==> config.mk <==
export PLATFORM = sky130hd
export DESIGN_NAME = img_stream_ctrl
export DESIGN_NICKNAME = d
export VERILOG_FILES = /design/src/rtl/img_stream_ctrl.sv
export SDC_FILE = /design/constraint.sdc
export NUM_CORES = 1
export LEC_CHECK = 0
export CAP_MARGIN = 30
export CORE_UTILIZATION = 50
export DETAILED_ROUTE_END_ITERATION = 7
export PLACE_DENSITY = 0.91
export SETUP_SLACK_MARGIN = 0.5
export SLEW_MARGIN = 25
export SYNTH_ARGS = -nofsm -noshare
export SYNTH_HDL_FRONTEND = slang
export SYNTH_SLANG_ARGS = --single-unit
export TNS_END_PERCENT = 5
==> constraint.sdc <==
create_clock -name clk -period 4.7 [get_ports clk]
set_clock_uncertainty 0.15 [all_clocks]
set_input_delay 1.41 -clock clk [delete_from_list [all_inputs] [get_ports clk]]
set_output_delay 1.41 -clock clk [all_outputs]
set_load 0.05 [all_outputs]
==> src/rtl/img_stream_ctrl.sv <==
// Pixel stream tagger between the image DMA and the multiplier array: tags each beat
// with {chan, row, col} behind a registered output slice. Optional checking: IMG_STREAM_CTRL_ERR_EN.
module img_stream_ctrl #(
    parameter int I_DIM  = 8,
    parameter int C_CNT  = 1,
    parameter int M_BITS = 16,
    parameter int I_BITS = $clog2(I_DIM + 1),
    parameter int C_BITS = (C_CNT > 1) ? $clog2(C_CNT + 1) : 1
) (
    input  logic                      clk,
    input  logic                      rst,
    input  logic [I_BITS-1:0]         cfg_rows,
    input  logic [I_BITS-1:0]         cfg_cols,
    input  logic [C_BITS-1:0]         cfg_chans,
    input  logic [M_BITS-1:0]         in_data,
    input  logic                      in_last,
    input  logic                      in_valid,
    output logic                      in_ready,
    output logic [M_BITS-1:0]         out_data,
    output logic [C_BITS+2*I_BITS-1:0] out_user,
    output logic                      out_last,
    output logic                      out_valid,
    input  logic                      out_ready,
    output logic                      busy,
    output logic [1:0]                err,
    input  logic                      err_clr
);

    localparam int                U_BITS   = C_BITS + 2 * I_BITS;
    localparam logic [I_BITS-1:0] DIM_MAX  = I_BITS'(I_DIM - 1);
    localparam logic [C_BITS-1:0] CHAN_MAX = C_BITS'(C_CNT - 1);

    typedef enum logic [1:0] {
        IDLE  = 2'd0,
        RUN   = 2'd1,
        DRAIN = 2'd2
    } state_t;

    state_t state, state_n;

    logic [I_BITS-1:0] rows_q, rows_n, cols_q, cols_n;
    logic [C_BITS-1:0] chans_q, chans_n;
    logic [I_BITS-1:0] x_q, x_n, y_q, y_n;
    logic [C_BITS-1:0] c_q, c_n;

    logic [M_BITS-1:0] data_q, data_n;
    logic [U_BITS-1:0] user_q, user_n;
    logic              last_q, last_n;
    logic              valid_q, valid_n;
    logic [1:0]        err_q, err_n;

    logic [I_BITS-1:0] rows_eff, cols_eff;
    logic [C_BITS-1:0] chans_eff;
    logic              accept, load, final_pix, early_last, missing_last, frame_end;

    function automatic logic [I_BITS-1:0] clamp_dim(input logic [I_BITS-1:0] v);
        return (v > DIM_MAX) ? DIM_MAX : v;
    endfunction

    function automatic logic [C_BITS-1:0] clamp_chan(input logic [C_BITS-1:0] v);
        return (v > CHAN_MAX) ? CHAN_MAX : v;
    endfunction

    // In IDLE the frame has not been latched yet, so the first beat uses the live cfg.
    assign rows_eff  = (state == IDLE) ? clamp_dim(cfg_rows)   : rows_q;
    assign cols_eff  = (state == IDLE) ? clamp_dim(cfg_cols)   : cols_q;
    assign chans_eff = (state == IDLE) ? clamp_chan(cfg_chans) : chans_q;

    assign in_ready  = (state == DRAIN) || !valid_q || out_ready;
    assign accept    = in_valid && in_ready;
    assign load      = accept && (state != DRAIN);
    assign final_pix = (c_q == chans_eff) && (x_q == cols_eff) && (y_q == rows_eff);

`ifdef IMG_STREAM_CTRL_ERR_EN
    assign early_last   = in_last && !final_pix;
    assign missing_last = !in_last && final_pix;
`else
    assign early_last   = 1'b0;
    assign missing_last = 1'b0;
    logic unused_inputs;
    assign unused_inputs = &{1'b0, in_last, err_clr};
`endif

    assign frame_end = final_pix || early_last;

    // NOTE: every variable gets its default first, so no path through this block infers a latch.
    always_comb begin
        state_n = state;
        rows_n  = rows_q;
        cols_n  = cols_q;
        chans_n = chans_q;
        c_n     = c_q;
        x_n     = x_q;
        y_n     = y_q;
        data_n  = data_q;
        user_n  = user_q;
        last_n  = last_q;
        valid_n = valid_q;
        err_n   = err_q;

        if (valid_q && out_ready) begin
            valid_n = 1'b0;
        end

        if (load) begin
            valid_n = 1'b1;
            data_n  = in_data;
            user_n  = {c_q, y_q, x_q};
            last_n  = frame_end;

            if (state == IDLE) begin
                rows_n  = rows_eff;
                cols_n  = cols_eff;
                chans_n = chans_eff;
            end

            if (frame_end) begin
                c_n = '0;
                x_n = '0;
                y_n = '0;
            end else if (c_q != chans_eff) begin
                c_n = c_q + 1'b1;
            end else begin
                c_n = '0;
                if (x_q != cols_eff) begin
                    x_n = x_q + 1'b1;
                end else begin
                    x_n = '0;
                    y_n = y_q + 1'b1;
                end
            end

            if (frame_end) begin
                state_n = missing_last ? DRAIN : IDLE;
            end else begin
                state_n = RUN;
            end
        end

`ifdef IMG_STREAM_CTRL_ERR_EN
        // Surplus beats after a missing in_last are swallowed up to and including in_last.
        if (state == DRAIN && accept && in_last) begin
            state_n = IDLE;
        end

        if (err_clr) begin
            err_n = 2'b00;
        end
        if (load && early_last) begin
            err_n[0] = 1'b1;
        end
        if (load && missing_last) begin
            err_n[1] = 1'b1;
        end
`endif
    end

    always_ff @(posedge clk) begin
        if (rst) begin
            state <= IDLE;
        end else begin
            state <= state_n;
        end
    end

    // NOTE: the payload registers are reset too, so a mid-frame reset leaves no stale beat visible.
    always_ff @(posedge clk) begin
        if (rst) begin
            rows_q  <= '0;
            cols_q  <= '0;
            chans_q <= '0;
            c_q     <= '0;
            x_q     <= '0;
            y_q     <= '0;
            data_q  <= '0;
            user_q  <= '0;
            last_q  <= 1'b0;
            valid_q <= 1'b0;
            err_q   <= 2'b00;
        end else begin
            rows_q  <= rows_n;
            cols_q  <= cols_n;
            chans_q <= chans_n;
            c_q     <= c_n;
            x_q     <= x_n;
            y_q     <= y_n;
            data_q  <= data_n;
            user_q  <= user_n;
            last_q  <= last_n;
            valid_q <= valid_n;
            err_q   <= err_n;
        end
    end

    assign out_data  = data_q;
    assign out_user  = user_q;
    assign out_last  = last_q;
    assign out_valid = valid_q;
    assign busy      = (state != IDLE);
    assign err       = err_q;

endmodule

Word-level counts from Yosys, hierarchy flattened
Index checks and enable logic that the tools add are counted.
{"block": "totals", "reg_bits": 47, "inputBits": 31, "output_inout_bits": 31}
{"block": "op_classes", "addsub": 3, "magnitude_cmp": 3, "n_eq_ne": 9, "n_mux": 17, "n_reduce_logical": 14}
{"cell": "4-bit two-way mux", "n": 10}
{"cell": "4-bit by 1-bit adder with 4-bit output, second input constant", "n": 2}
{"cell": "4-bit == test", "n": 2}
{"cell": "4-bit by 3-bit greater-than comparator with 1-bit output, second input constant", "n": 2}
{"cell": "1-bit two-way mux", "n": 7}
{"cell": "2-bit inequality test, second input constant", "n": 3}
{"cell": "1-bit logical AND", "n": 5}
{"cell": "4-bit inequality test", "n": 1}
{"cell": "2-bit AND reduction", "n": 2}
{"cell": "2-bit nonzero test", "n": 2}
{"cell": "3-bit AND reduction", "n": 1}
{"cell": "2-bit == test, second input constant", "n": 1}
{"cell": "2-bit zero test", "n": 1}
{"cell": "1-bit logical OR", "n": 2}
{"cell": "1-bit adder, second input constant", "n": 1}
{"cell": "1-bit == test", "n": 1}
{"cell": "1-bit greater-than comparator, second input constant", "n": 1}
{"cell": "1-bit zero test", "n": 1}
{"cell": "1-bit inequality test", "n": 1}

Depth between registers and ports, before layout
Gate-level depths: netlist of the first run.
{"block": "depth", "ltp_word": 8, "mapped_depth": 9}

Worst setup path before layout of the first run
Ideal clock, no wire load.
{"block": "synth_path", "kind": "input port to output port", "start": "input out_ready", "end": "output in_ready", "arrival_ps": 1869, "required_time_ps": 3140, "slack_ps": 1271, "path_stages": 1, "path_buffers": 0, "cell_sequence": "nand2b_1"}
{"block": "synth_between", "elab_chain_len": 1}
{"item": "from (decl)", "line": "23", "source": "input logic out_ready,"}
{"item": "1-bit logical OR", "line": "69", "source": "assign in_ready = (state == DRAIN) || !valid_q || out_ready;"}
{"item": "to (decl)", "line": "18", "source": "output logic in_ready,"}
No other way between the ends.

Worst setup path after layout of the first run
Ends and elaborated chain as after synthesis.

==> flow_summary.yaml, run 1 <==
grt:
  antenna_found_initial: 0
  grt_pass1_wl_um: 7200
  grt_max_degree: 47
  grtUsageTotal: 0.221
  first_global_vias: 1685
  overflow: 0
synth:
  async_flop_share: 0
  yosys.area.top_type: "dfxtp_1"
  synth_edf_count: 0
  syn_inst: 250
  synth-main-ff-cell: "dfxtp_1"
  yosysTopAreaCellShare: 0.457
  yosysWarnings: 0
  ys_types: 39
  netlist_area_mm2: 0.00202
  synth_area_leaders: "dfxtp_1 46%, nand2_1 12%, a21oi_1 9.2%"
  ys_seq_area_frac: 0.457
  synth-seq-cells: 46
  synth.avg_cell_area_um2: 8.06
pwr:
  power_density_mw_per_mm2: 307
  clkPwrFrac: 0.272
  pwr-share-comb: 0.206
  internal_power_mw: 0.578
  switching_share: 0.291
  p_leak_nw: 0.924
  ir_worst_vdd_v: 0.000260
  seqPwrFrac: 0.522
  power.switching_mw: 0.237
floorplan:
  die_h_um: 65.5
  core_area_mm2: 0.00377
  num_rows: 22
  die_w_um: 65.5
  dieArea_mm2: 0.00429
  initial_core_util: 0.535
  io_pins: 62
placement:
  gp_congestion: 0.804
  dpl.hpwl_um: 3210
  portBuffers: 56
  dpl_worst_slack_ps: 873
  placed_cell_area_mm2: 0.00258
layout:
  num-nets-final: 334
  drive_gt1_frac: 0.0467
  fin_area_mm2: 0.00266
  area_delta_synth_final_pct: 31.8
  diodes: 0
  fillers: 284
  layout_commonest_cell: "nand2_1"
  final_cell_mix: "62 x nand2_1, 55 x clkdlybuf4s50_1, 46 x dfxtp_1"
clocking:
  cts_made_buffers: 5
  htree_levels: 2
  cts.sinks: 46
  cts_resized: 0
  clock_path_buffers: 2
  cts_setup_buffers: 0
  insertion_delay_ps: 290
  ctsHoldBuffers: 0
  cts_tree: "done"
  cts.clk_slew.worst_paths_ps: 80
  cts_root_buf: "clkbuf_8"
routing:
  postRouteAntennaNets: 0
  met1_length_um: 1950
  dr_wl_met2_um: 2340
  post-route-drc-count: 0
  vias: 1872
  drt-total-wl_um: 4540
  first_iter_violations: 171
  routedWlPerCell_um: 13.0
  dr_wl_met3_um: 186
  highest_layer: "met4"
  dr.pass1.iters: 4
  vias_per_cell: 5.38
timing:
  fin_setup_tns_ps: 0
  max_freq_mhz: 260
  post-route-min-period_ps: 3850
  fin_hold_ws_ps: 307
  max-slew-margin-rel: 0.482
  hold_viol_final: 0
  postLayoutSetupSlackWorst_ps: 854
  tightestPinTransition_ps: 776
  timing.final.crit_share: 0.818
  rsz0062_at_grt: "no"
  slew_viol_final: 0
  setup_viol_count_final: 0
worst_setup_path:
  start_kind: "primary input"
  crit_required_ps: 3140
  critPathCaptureType: "output pin"
  arrival_ps: 2290
  worstSetupPathType: "primary input to output pin"
  critPathMaxFanout: 5
min_path:
  hold_path_class: "register to register"
run_status:
  outcome: "finished, final reports clean"
run:
  maxCapViolCount: 0
## routing by layer
layer  up-vias  track usage
met4         0       0.0734
met2        48        0.421
met3         8       0.0434
met1       870        0.240
met5         -            0
li1        946            -
## path summary, 6_finish.rpt
kind          startpoint           to  depth (start not counted)  slack (ps)
max            out_ready     in_ready                          3         850
min          out_user[4]  out_user[4]                          2         310
max reg2reg     state[0]       y_q[3]                          6        2040
min reg2reg  out_user[4]  out_user[4]                          2         310
## cells in the mapped netlist (2+ instances only)
| library cell | count |
|---|---|
| a211oi_1 | 2 |
| a21oi_1 | 37 |
| a2bb2oi_1 | 2 |
| a31oi_1 | 2 |
| and2_1 | 3 |
| and3_1 | 2 |
| buf_1 | 3 |
| buf_4 | 2 |
| clkbuf_1 | 10 |
| dfxtp_1 | 46 |
| ha_1 | 3 |
| inv_1 | 6 |
| nand2_1 | 62 |
| nand3_1 | 8 |
| nor2_1 | 14 |
| nor2b_1 | 4 |
| nor3_1 | 9 |
| nor3b_1 | 3 |
| nor4_1 | 5 |
| o21ai_0 | 2 |
| o22ai_1 | 2 |
| xnor2_1 | 6 |
## critical path, cell delays in order
cell and delay, ps:
clkdlybuf4s50_1 450, nand2b_1 190, buf_4 230
## cell type report
type / instances / area, um2 / area share
inverters: 6 / 22.5 / 0.00848
repair buffers: 59 / 581 / 0.219
well taps: 48 / 60.1 / 0.0226
clock buffers: 7 / 76.3 / 0.0287
flip-flops and latches: 46 / 921 / 0.347
multi-input cells: 182 / 996 / 0.375
## stage by stage
| stage | util | instances | total power [mW] |
|---|---|---|---|
| 2_1_floorplan | - | 251 | 0.544 |
| 3_3_place_gp | 0.684 | 341 | 0.597 |
| 3_5_place_dp | 0.684 | 341 | 0.602 |
| 4_1_cts | 0.704 | 348 | 0.817 |
| 5_1_grt | 0.704 | 348 | 0.851 |
| 6_report | 0.704 | 348 | 0.815 |
## power by group through the flow
stage	clock network (mW)	registers [mW]	logic [mW]
3_5_place_dp	0	0.435	0.168
2_1_floorplan	0	0.464	0.0797
3_3_place_gp	0	0.433	0.164
6_report	0.221	0.426	0.168
5_1_grt	0.242	0.428	0.181
4_1_cts	0.223	0.426	0.168
## sequential cells by signal, summed over array words and instances, names as in the netlist
name / count
cols_q: 4
c_q: 1
out_user: 9
rows_q: 4
chans_q: 1
out_last: 1
out_data: 16
y_q: 4
state: 1
x_q: 4
out_valid: 1
## cells by family after synthesis
kind of cell | Yosys count | synth area share
simple gates | 119 | 0.282
flops | 46 | 0.457
fa+ha+maj | 3 | 0.0186
buf+inv | 23 | 0.0509
xor+xnor | 6 | 0.0261
compound gates | 52 | 0.163
other cells | 1 | 0.00186
(Power assumes the default switching activity.)
==> run 2, diff against run 1 <==
Settings changed: CORE_UTILIZATION 50 to 42, PLACE_DENSITY 0.91 to 0.82.
Clock period 4.7 ns to 3.53 ns, I/O delays scaled along.
==> run 2 against run 1 <==
The flow now finishes with violations (design-rule violations). First-iteration DRC count fell by 28%. Clock power up 34%. Cell area increased by 3.6%. Largest cell class unchanged. Count of clock-buffer cells in the layout decreased by 2.
==> flow_summary.yaml, run 2 (same netlist as run 1, synthesis figures left out) <==
floorplan:
  initial_core_util: 0.451
  core_area_mm2: 0.00447
  io_pins: 62
  die_w_um: 71.3
  die_h_um: 71.3
  dieArea_mm2: 0.00508
  num_rows: 24
timing:
  fin_hold_ws_ps: 305
  setup_viol_count_final: 0
  rsz0062_at_grt: "yes"
  post-route-min-period_ps: 3020
  max-slew-margin-rel: 0.652
  max_freq_mhz: 331
  tightestPinTransition_ps: 521
  timing.final.crit_share: 0.856
  fin_setup_tns_ps: 0
  hold_viol_final: 0
  slew_viol_final: 0
clocking:
  cts_root_buf: "clkbuf_8"
  cts.sinks: 46
  cts.clk_slew.worst_paths_ps: 70
  ctsHoldBuffers: 0
  htree_levels: 2
  clock_path_buffers: 2
  cts_made_buffers: 5
  cts_tree: "done"
  insertion_delay_ps: 290
min_path:
  hold_path_class: "register to register"
worst_setup_path:
  critPathMaxFanout: 5
  crit_required_ps: 2320
  arrival_ps: 1810
  worstSetupPathType: "primary input to output pin"
  critPathCaptureType: "output pin"
  start_kind: "primary input"
layout:
  multi_input_area_mm2: 0.00101
  register_area_um2: 921
  num-nets-final: 342
  diodes: 0
  area_delta_synth_final_pct: 36.6
  layout_commonest_cell: "nand2_1"
  fillers: 410
  largest_reg_flops: 16
  final_cell_mix: "62 x nand2_1, 53 x clkdlybuf4s50_1, 46 x dfxtp_1"
  drive_gt1_frac: 0.0877
placement:
  gp_congestion: 0.844
  portBuffers: 56
  dpl.hpwl_um: 3200
run_status:
  violations: "design-rule violations"
  outcome: "complete, but fails checks"
pwr:
  internal_power_mw: 0.775
  p_leak_nw: 0.993
  switching_share: 0.295
  ir_worst_vdd_v: 0.000213
  power.switching_mw: 0.325
  clkPwrFrac: 0.270
  pwr-share-comb: 0.218
  power_density_mw_per_mm2: 399
  seqPwrFrac: 0.513
routing:
  first_iter_violations: 123
  postRouteAntennaNets: 0
  dr.pass1.iters: 6
  met1_length_um: 2030
  dr_wl_met2_um: 2330
  post-route-drc-count: 5
  dr_wl_met3_um: 231
  drt-total-wl_um: 4630
  vias_per_cell: 5.23
  vias: 1884
  highest_layer: "met4"
  routedWlPerCell_um: 12.8
grt:
  overflow: 0
  grt_max_degree: 47
  grt_pass1_wl_um: 7670
  antenna_found_initial: 0
  grtUsageTotal: 0.191
  first_global_vias: 1772
run:
  maxCapViolCount: 0
[run 2: cell type report]
| class | count | share of cell area |
|---|---|---|
| inverters | 6 | 0.00818 |
| multi-input cells | 182 | 0.367 |
| clock buffers | 5 | 0.0250 |
| repair buffers | 67 | 0.238 |
| flip-flops and latches | 46 | 0.335 |
| clock inverters | 2 | 0.00364 |
| well taps | 52 | 0.0236 |
[run 2: worst max-delay path: stages]
cell	delay, ps
clkdlybuf4s50_1	460
nand2b_4	150
buf_12	140
[run 2: power groups by stage]
stage,clock [mW],sequential (mW),combinational [mW]
after floorplan,0,0.618,0.106
after global placement,0,0.574,0.229
after detailed placement,0,0.575,0.234
after CTS,0.307,0.563,0.234
after global routing,0.330,0.567,0.258
final,0.296,0.564,0.239
[run 2: path summary, 6_finish.rpt]
path	start	endpoint	slack (ps)	depth (start not counted)
setup reg to reg	state[0]	y_q[3]	940	7
hold / removal	out_user[3]	out_user[3]	300	2
hold reg to reg	out_user[3]	out_user[3]	300	2
setup / recovery	out_ready	in_ready	510	3
[run 2: layer usage]
layer | track usage | vias to the layer above
met5 | 0 | -
met1 | 0.220 | 879
met4 | 0.0733 | 0
met3 | 0.0549 | 2
li1 | - | 959
met2 | 0.334 | 44
[run 2: per-stage QoR]
| stage | total power, mW | setup WS, ps | area [um2] | util | cells |
|---|---|---|---|---|---|
| after floorplan | 0.724 | 618 | 2020 | - | 251 |
| after global placement | 0.804 | 138 | 2630 | 0.587 | 349 |
| after detailed placement | 0.809 | 88.2 | 2630 | 0.587 | 349 |
| after CTS | 1.10 | 474 | 2710 | 0.605 | 356 |
| after global routing | 1.15 | 469 | 2750 | 0.615 | 360 |
| final | 1.10 | 508 | 2750 | 0.615 | 360 |
[run 2: timing repair]
item | CTS | global route
pin swaps | 1 | 3
endpoints found under the setup margin | 3 | 4
gates resized for setup | 2 | 4
buffers inserted | 0 | 4
==> run 3, diff against run 2 <==
--- a/config.mk
+++ b/config.mk
@@ -7,9 +7,10 @@
 export LEC_CHECK = 0
 export CAP_MARGIN = 30
+export CORE_MARGIN = 3
 export CORE_UTILIZATION = 42
 export DETAILED_ROUTE_END_ITERATION = 7
 export PLACE_DENSITY = 0.82
 export SETUP_SLACK_MARGIN = 0.5
-export SLEW_MARGIN = 25
+export SLEW_MARGIN = 0
 export SYNTH_ARGS = -nofsm -noshare
 export SYNTH_HDL_FRONTEND = slang
==> constraint.sdc (replaced) <==
create_clock -name clk -period 3.53 [get_ports clk]
set_clock_uncertainty 0.15 [all_clocks]
set_input_delay 0.353 -clock clk [delete_from_list [all_inputs] [get_ports clk]]
set_output_delay 0.353 -clock clk [all_outputs]
set_load 0.05 [all_outputs]
==> run 3 against run 2 <==
The run now ends clean. Hold slack improved by 2.2 ps. First-iteration DRC count fell by 24%. Non-clock buffer count fell by 7. Cell area fell by 1.6%. Largest cell class unchanged. Largest power group unchanged.
==> flow_summary.yaml, run 3 (same netlist as run 1, synthesis figures left out) <==
grt:
  antenna_found_initial: 0
  grtUsageTotal: 0.171
  overflow: 0
  grt_max_degree: 47
  first_global_vias: 1758
  grt_pass1_wl_um: 7570
worst_setup_path:
  slowest_stage: "clkdlybuf4s50_1"
  slowest_delay_ps: 510
  critPathTopFamily: "simple AND/OR/NAND/NOR gates"
  path_cells: "clkdlybuf4s50_1 > nor3_4 > nor3_2 > a2111oi_4 > nand3_4 > or4b_1 > a21oi_1"
  critPathCaptureType: "register"
  crit_buf_inv: 1
  worstSetupPathType: "primary input to register"
  start_kind: "primary input"
  crit_required_ps: 3610
  critPathMaxFanout: 10
  arrival_ps: 2530
floorplan:
  num_rows: 24
  die_h_um: 75.3
  initial_core_util: 0.447
  io_pins: 62
  die_w_um: 75.3
  dieArea_mm2: 0.00567
  core_area_mm2: 0.00450
routing:
  met1_length_um: 1970
  post-route-drc-count: 0
  postRouteAntennaNets: 0
  dr.pass1.iters: 4
  dr_wl_met2_um: 2250
  highest_layer: "met4"
  dr_wl_met3_um: 254
  first_iter_violations: 94
  routedWlPerCell_um: 12.8
  vias_per_cell: 5.20
  vias: 1841
  drt-total-wl_um: 4530
run_status:
  outcome: "finished, final reports clean"
clocking:
  cts_root_buf: "clkbuf_8"
  cts.clk_slew.worst_paths_ps: 90
  htree_levels: 2
  ctsHoldBuffers: 0
  cts_setup_buffers: 0
  cts_tree: "done"
  cts_resized: 0
  clock_path_buffers: 2
  cts.sinks: 46
  cts_made_buffers: 5
  insertion_delay_ps: 300
layout:
  diodes: 0
  num-nets-final: 335
  layout_commonest_cell: "nand2_1"
  multi_input_area_um2: 996
  fin_util: 0.601
  register_area_um2: 921
  largest_reg_flops: 16
  drive_gt1_frac: 0.0563
  fillers: 435
  final_cell_mix: "62 x nand2_1, 56 x clkdlybuf4s50_1, 46 x dfxtp_1"
  area_delta_synth_final_pct: 34.4
pwr:
  ir_worst_vdd_v: 0.000185
  p_leak_nw: 0.941
  power_density_mw_per_mm2: 436
timing:
  fin_hold_ws_ps: 307
  slew_viol_final: 0
  timing.final.crit_share: 0.693
  hold_viol_final: 0
  rsz0062_at_grt: "no"
  max-slew-margin-rel: 0.484
  tightestPinTransition_ps: 771
  fin_setup_tns_ps: 0
  post-route-min-period_ps: 2440
  setup_viol_count_final: 0
  max_freq_mhz: 409
placement:
  dpl.hpwl_um: 3190
  gp_congestion: 0.875
  portBuffers: 56
min_path:
  hold_path_class: "register to register"
run:
  maxCapViolCount: 0
-- run 3: cell count changes in the layout (fill, tap and decap cells not counted), moves of 2 or more --
cell / delta
buf_4: -7
clkdlybuf4s50_1: +3
clkinv_2: -2
clkinvlp_4: +2
-- run 3: worst paths after layout --
| kind | startpoint | endpoint | slack [ps] | depth (start not counted) |
|---|---|---|---|---|
| max | cfg_cols[3] | y_q[2] | 1090 | 7 |
| max reg2reg | state[0] | y_q[2] | 1210 | 6 |
| min | out_user[7] | out_user[7] | 310 | 2 |
| min reg2reg | out_user[7] | out_user[7] | 310 | 2 |
-- run 3: area by class of cell --
cell class                 count  area share
sequential                    46       0.340
clock inverter                 3      0.0166
clock buffer                   5      0.0254
tap                           52      0.0240
inverter                       6     0.00831
multi-input combinational    182       0.368
timing repair buffer          60       0.218
-- run 3: through the flow --
step	cells	total power [mW]	worst slack, ps	area (um2)
2_1_floorplan	251	0.724	917	2020
3_3_place_gp	346	0.799	847	2590
3_5_place_dp	346	0.804	758	2590
4_1_cts	354	1.20	1080	2710
5_1_grt	354	1.24	946	2710
6_report	354	1.18	1090	2710
-- run 3: power breakdown --
group          total (mW)  internal (mW)  switching [mW]
combinational       0.228         0.0919           0.136
sequential          0.563          0.542          0.0208
clock               0.391          0.211           0.180
total                1.18          0.845           0.338
-- run 3: tightest hold or removal path, cell delays in order, from the launching register on --
cell and delay, ps:
dfxtp_1 320, nand2_1 50, a21oi_1 50
-- run 3: per-layer routing --
layer | vias to the layer above | global-route usage
li1 | 948 | -
met1 | 833 | 0.200
met2 | 55 | 0.300
met3 | 5 | 0.0481
met4 | 0 | 0.0602
met5 | - | 0
